**config.mk**
```make
export PLATFORM = sky130hd
export DESIGN_NAME = draw_control
export DESIGN_NICKNAME = d
export VERILOG_FILES = /design/src/rtl/draw_pkg.sv /design/src/rtl/frame_tick_counter.sv /design/src/rtl/draw_control.sv
export SDC_FILE = /design/constraint.sdc
export NUM_CORES = 1
export LEC_CHECK = 0
export CAP_MARGIN = 20
export CORE_MARGIN = 1
export CORE_UTILIZATION = 54
export DETAILED_ROUTE_END_ITERATION = 16
export PLACE_DENSITY = 0.81
export SKIP_LAST_GASP = 1
export SLEW_MARGIN = 20
export SYNTH_ARGS = -nofsm -noshare
export SYNTH_HDL_FRONTEND = slang
export SYNTH_SLANG_ARGS = --single-unit
export TNS_END_PERCENT = 10
```
**constraint.sdc**
```tcl
create_clock -name clk -period 1.65 [get_ports clk]
set_input_delay 0.33 -clock clk [delete_from_list [all_inputs] [get_ports clk]]
set_output_delay 0.33 -clock clk [all_outputs]
set_load 0.03 [all_outputs]
```
**src/rtl/draw_pkg.sv**
```systemverilog
// Shared types and constants for the frame-sequencing control path.
// Holds the FSM state encoding, screen geometry and the lives width.
package draw_pkg;

  typedef enum logic [2:0] {
    S_IDLE      = 3'd0,
    S_ERASE     = 3'd1,
    S_UPDATE    = 3'd2,
    S_DRAW      = 3'd3,
    S_WAIT      = 3'd4,
    S_OVER_DRAW = 3'd5,
    S_OVER_HOLD = 3'd6
  } state_t;

  localparam int SCREEN_W      = 160;
  localparam int SCREEN_H      = 120;
  localparam int SCREEN_PIXELS = 19200;

  localparam logic [2:0] BLACK = 3'b000;

  localparam int LIVES_W = 2;

endpackage

```
**src/rtl/frame_tick_counter.sv**
```systemverilog
// Frame tick divider: counts 0..FRAME_TICKS-1 while en, pulses tick on the wrap.
// Latency: tick is combinational off the count; clears to 0 whenever en is low.
// Backpressure: none; with DRAW_CONTROL_PAUSE_EN, hold freezes the count and masks tick.
module frame_tick_counter
  import draw_pkg::*;
#(
  parameter int FRAME_TICKS = 833333
) (
  input  logic clk,
  input  logic resetn,
  input  logic en,
`ifdef DRAW_CONTROL_PAUSE_EN
  input  logic hold,
`endif
  output logic tick
);

  localparam int CW = (FRAME_TICKS > 1) ? $clog2(FRAME_TICKS) : 1;
  localparam logic [CW-1:0] LAST = CW'(FRAME_TICKS - 1);

  logic [CW-1:0] count;
  logic          run;

`ifdef DRAW_CONTROL_PAUSE_EN
  assign run = en & ~hold;
`else
  assign run = en;
`endif

  assign tick = run && (count == LAST);

  always_ff @(posedge clk or negedge resetn) begin
    if (!resetn) begin
      count <= '0;
    end else if (!en) begin
      count <= '0;
    end else if (run) begin
      count <= tick ? '0 : count + CW'(1);
    end
  end

endmodule

```
**src/rtl/draw_control.sv**
```systemverilog
// Frame sequencer erase->update->draw->wait with lives counting and game-over hold.
// Latency: Moore ld_* outputs; plot is the ld OR delayed one cycle. Optional pause via DRAW_CONTROL_PAUSE_EN.
// Backpressure: each streamer phase holds its ld until the matching done is sampled.
module draw_control
  import draw_pkg::*;
#(
  parameter int FRAME_TICKS     = 833333,
  parameter int FRAMES_PER_STEP = 4,
  parameter int LIVES           = 3
) (
  input  logic               clk,
  input  logic               resetn,
  input  logic               start,
  input  logic               miss,
  input  logic               done_erase,
  input  logic               done_draw,
  input  logic               done_over,
`ifdef DRAW_CONTROL_PAUSE_EN
  input  logic               pause,
`endif
  output logic               ld_erase,
  output logic               ld_update,
  output logic               ld_draw,
  output logic               ld_game_over,
  output logic               plot,
  output logic [LIVES_W-1:0] lives_left,
  output logic               game_over
);

  localparam int SW = (FRAMES_PER_STEP > 1) ? $clog2(FRAMES_PER_STEP) : 1;
  localparam logic [SW-1:0] LAST_STEP = SW'(FRAMES_PER_STEP - 1);

  state_t        state, state_nxt;
  logic          start_q;
  logic          start_edge;
  logic          tick;
  logic          paused;
  logic          miss_ok;
  logic [SW-1:0] step;

  assign start_edge = start & ~start_q;

`ifdef DRAW_CONTROL_PAUSE_EN
  assign paused = pause && (state == S_WAIT);
`else
  assign paused = 1'b0;
`endif

  assign miss_ok = miss && !paused &&
                   ((state == S_ERASE) || (state == S_UPDATE) ||
                    (state == S_DRAW)  || (state == S_WAIT));

  frame_tick_counter #(
    .FRAME_TICKS(FRAME_TICKS)
  ) u_frame_tick (
    .clk   (clk),
    .resetn(resetn),
    .en    (state == S_WAIT),
`ifdef DRAW_CONTROL_PAUSE_EN
    .hold  (pause),
`endif
    .tick  (tick)
  );

  always_ff @(posedge clk or negedge resetn) begin
    if (!resetn) state <= S_IDLE;
    else         state <= state_nxt;
  end

  always_comb begin
    state_nxt    = state;
    ld_erase     = 1'b0;
    ld_update    = 1'b0;
    ld_draw      = 1'b0;
    ld_game_over = 1'b0;
    game_over    = 1'b0;
    case (state)
      S_IDLE: if (start_edge) state_nxt = S_ERASE;
      S_ERASE: begin
        ld_erase = 1'b1;
        if (done_erase) state_nxt = S_UPDATE;
      end
      // Branch on the registered lives: a miss in this same cycle only lands next frame.
      S_UPDATE: begin
        ld_update = 1'b1;
        state_nxt = (lives_left == '0) ? S_OVER_DRAW : S_DRAW;
      end
      S_DRAW: begin
        ld_draw = 1'b1;
        if (done_draw) state_nxt = S_WAIT;
      end
      S_WAIT: if (tick && (step == LAST_STEP)) state_nxt = S_ERASE;
      S_OVER_DRAW: begin
        ld_game_over = 1'b1;
        game_over    = 1'b1;
        if (done_over) state_nxt = S_OVER_HOLD;
      end
      S_OVER_HOLD: begin
        game_over = 1'b1;
        if (start_edge) state_nxt = S_IDLE;
      end
      default: state_nxt = S_IDLE;
    endcase
  end

  always_ff @(posedge clk or negedge resetn) begin
    if (!resetn) begin
      start_q    <= 1'b0;
      plot       <= 1'b0;
      step       <= '0;
      lives_left <= LIVES_W'(LIVES);
    end else begin
      start_q <= start;
      plot    <= ld_erase | ld_draw | ld_game_over;

      if (state != S_WAIT) step <= '0;
      else if (tick)       step <= (step == LAST_STEP) ? '0 : step + SW'(1);

      if ((state == S_IDLE) && start_edge)     lives_left <= LIVES_W'(LIVES);
      else if (miss_ok && (lives_left != '0))  lives_left <= lives_left - LIVES_W'(1);
    end
  end

endmodule

```
==> flow_summary_export.csv <==
group,metric,value,unit
setup_path,end_kind,"output pin",
logic_synthesis,synthDistinctLibCells,43,
drt,dr.pass1.iters,10,
outcome,status,"complete, but fails checks",
cells_and_area,final_cells,250,
clocking,clockBufferDepth,2,
cells_and_area,area_growth,25.8,%
clocking,cts_tree,"done",
global_routing,grt_pass1_wl,5.90,mm
floorplanning,initial_utilization,59.3,%
logic_synthesis,ys_ff_latch,29,
global_routing,grt_pass1_vias,1338,
floorplanning,core_area,0.00285,mm^2
logic_synthesis,seq_area_frac_synth,43.1,%
placement,dp_hpwl,2.64,mm
placement,placed_area,0.00196,mm^2
logic_synthesis,ys_warn_count,0,
logic_synthesis,synthesis.instances,180,
logic_synthesis,synth_top_cell_area_share,40.0,%
timing,fmax,0.564,GHz
logic_synthesis,async_flop_share,100,%
logic_synthesis,synth_ff_type,"dfrtp_1",
hold_path,hp-class,"in -> async",
timing,relSlewSlack,74.7,%
drt,drt-total-wl,3.90,mm
drt,ant_nets,0,
drt,vias_per_cell,5.95,
cells_and_area,layout-drive-gt1-share,23.7,%
timing,setup_ws,-123,ps
placement,gp_congestion,0.826,
setup_path,worst_setup_path_start_kind,"flop",
drt,num_vias,1487,
cells_and_area,multi_input_area,917,um^2
run,maxCapViolations,0,
global_routing,grt_use_total,23.2,%
clocking,cts.sinks,29,
floorplanning,ios,15,
floorplanning,die_h,58.0,um
timing,fin_crit_sh,107,%
setup_path,path_max_fanout,5,
power,p_per_area,1280,mW/mm^2
drt,drtIter0Drc,22,
timing,rsz0062_at_grt,"yes",
cells_and_area,diodes,0,
clocking,clockRootBuffer,"clkbuf_4",
clocking,clkLatencyLatePin,320,ps
cells_and_area,nNetsFinal,229,
setup_path,path_class,"reg -> out",
power,leakagePower,0.926,nW
timing,worst_slew_pin_slew,376,ps
power,irDropWorstVdd,0.00102,V
outcome,violations,"DRC, setup timing",
timing,min_period,1770,ps
cells_and_area,final_area,0.00213,mm^2
global_routing,overflow,0,
clocking,cts_buffers,5,
cells_and_area,seq_area,729,um^2
logic_synthesis,synth_edf_count,0,
timing,setup_viol,4,
drt,drc,1,
clocking,htreeDepth,2,
floorplanning,dieArea,0.00336,mm^2
timing,tns,-312,ps
logic_synthesis,syn_nets,191,
setup_path,worstPathArrival,1440,ps
drt,wl_per_cell,15.6,um
placement,port_buffers,14,
logic_synthesis,synth_area,0.00169,mm^2
global_routing,grt_max_degree,30,
floorplanning,std_cell_rows,19,
floorplanning,die_w,58.0,um
logic_synthesis,avgSynthCellArea,9.39,um^2
clocking,path_clk_slew,90,ps
timing,report.final.hold_viol_count,0,
clocking,postCtsHoldBufs,0,
timing,fin_skew,9.96,ps
cells_and_area,fill_cells,212,
setup_path,required,1320,ps
logic_synthesis,yosysTopAreaCell,"dfrtp_1",
placement,place_inst,234,
timing,slew_violations,0,
logic_synthesis,ys_top_cells_by_area,"dfrtp_1, xnor2_1, nor2_1, dfstp_2, ha_1",
global_routing,antenna_found_initial,0,
-- Yosys cell counts, drive strengths merged (2+ instances only) --
cell type and number:
ha 4, clkbuf 3, xnor2 14, dfstp 2, nand3 10, nor2b 5
nand2 6, and3 3, o21ai 10, nand2b 5, nor2 29, buf 2
nand4 7, nor3 8, a21oi 8, nor4 5, or4 2, inv 11
dfrtp 27, mux2i 2
-- layer usage --
metal	up-vias	part of all wire [%]	global-route usage, %
met2	39	50	37.4
met4	0	1.6	7.48
met3	8	5.2	6.47
met5	-	0	0
li1	705	-	-
met1	735	44	30.4
-- power breakdown --
group | total [mW] | internal [mW] | switching, mW | leakage (nW)
combinational | 1.22 | 0.548 | 0.673 | 0.492
sequential | 0.911 | 0.816 | 0.0948 | 0.389
clock | 0.597 | 0.362 | 0.235 | 0.0455
-- worst max-delay path, stage by stage, from the launching register on --
cell and delay (ps):
dfrtp_1 440, buf_4 180, nor2_1 180, o21a_1 170, buf_4 160
-- stage by stage --
stage               setup WS (ps)  hold slack [ps]  utilization, %  total power, mW
floorplan                    43.2             34.4               -             1.57
global placement            -56.5              482            68.6             1.90
detailed placement          -95.4              512            68.6             1.94
CTS                          -245              352            71.6             2.54
global route                 -186              352            74.6             2.89
finish                       -123              356            74.6             2.73
-- kinds of logic after synthesis --
group	synth area share [%]
multiplexers	1.85
AO/OA/AOI/OAI	10.4
adder cells (fa/ha/maj)	2.96
AND/OR/NAND/NOR	30.3
XOR/XNOR	7.77
buffers and inverters	3.70
flip-flops	43.1
-- cells in the final DEF, fill, tap and decap left out, types with 3 or more instances in the layout --
cell             instances
buf_4                   22
nor2b_1                  5
inv_1                   11
nand3_1                  9
nor2_1                  27
nor3_1                   6
nand4_1                  5
clkbuf_4                 5
nand2_1                  6
nor4_1                   3
xnor2_1                 14
and3_1                   3
clkdlybuf4s50_1          7
o21ai_0                 10
ha_1                     4
nand2b_1                 3
dfrtp_1                 26
a21oi_1                  8
buf_6                    3
-- sequential cells by signal, indices dropped and copies added (netlist names) --
name / count
step: 2
u_frame_tick.count: 20
start_q: 1
state: 3
plot: 1
lives_left: 2
-- final timing paths --
path	cells past startpoint	end	slack, ps	startpoint
min in group clk	1	start_q$_DFF_PN0_	510	start
worst max register to register	6	step[0]$_DFFE_PN0P_	-70	u_frame_tick.count[0]$_DFF_PN0_
worst min-delay path	2	u_frame_tick.count[4]$_DFF_PN0_	360	resetn
worst max-delay path	4	game_over	-120	state[1]$_DFFE_PN0P_
max in group asynchronous	2	lives_left[0]$_DFFE_PN1P_	1050	resetn
worst min register to register	1	u_frame_tick.count[0]$_DFF_PN0_	530	u_frame_tick.count[0]$_DFF_PN0_
-- final cells by class --
cell class	instances	area share, %
repair buffers	36	14.8
clock inverters	1	1.41
clock buffers	7	2.59
flip-flops and latches	29	34.3
well taps	31	1.82
inverters	11	1.94
multi-input cells	135	43.1
-- what timing repair did --
item / 4_1_cts / 5_1_grt
gates resized for setup: 1 / 8
endpoints found under the setup margin: 7 / 30
gates cloned: 0 / 0
setup buffers: 0 / 8
Power figures use the tool's default switching activity.
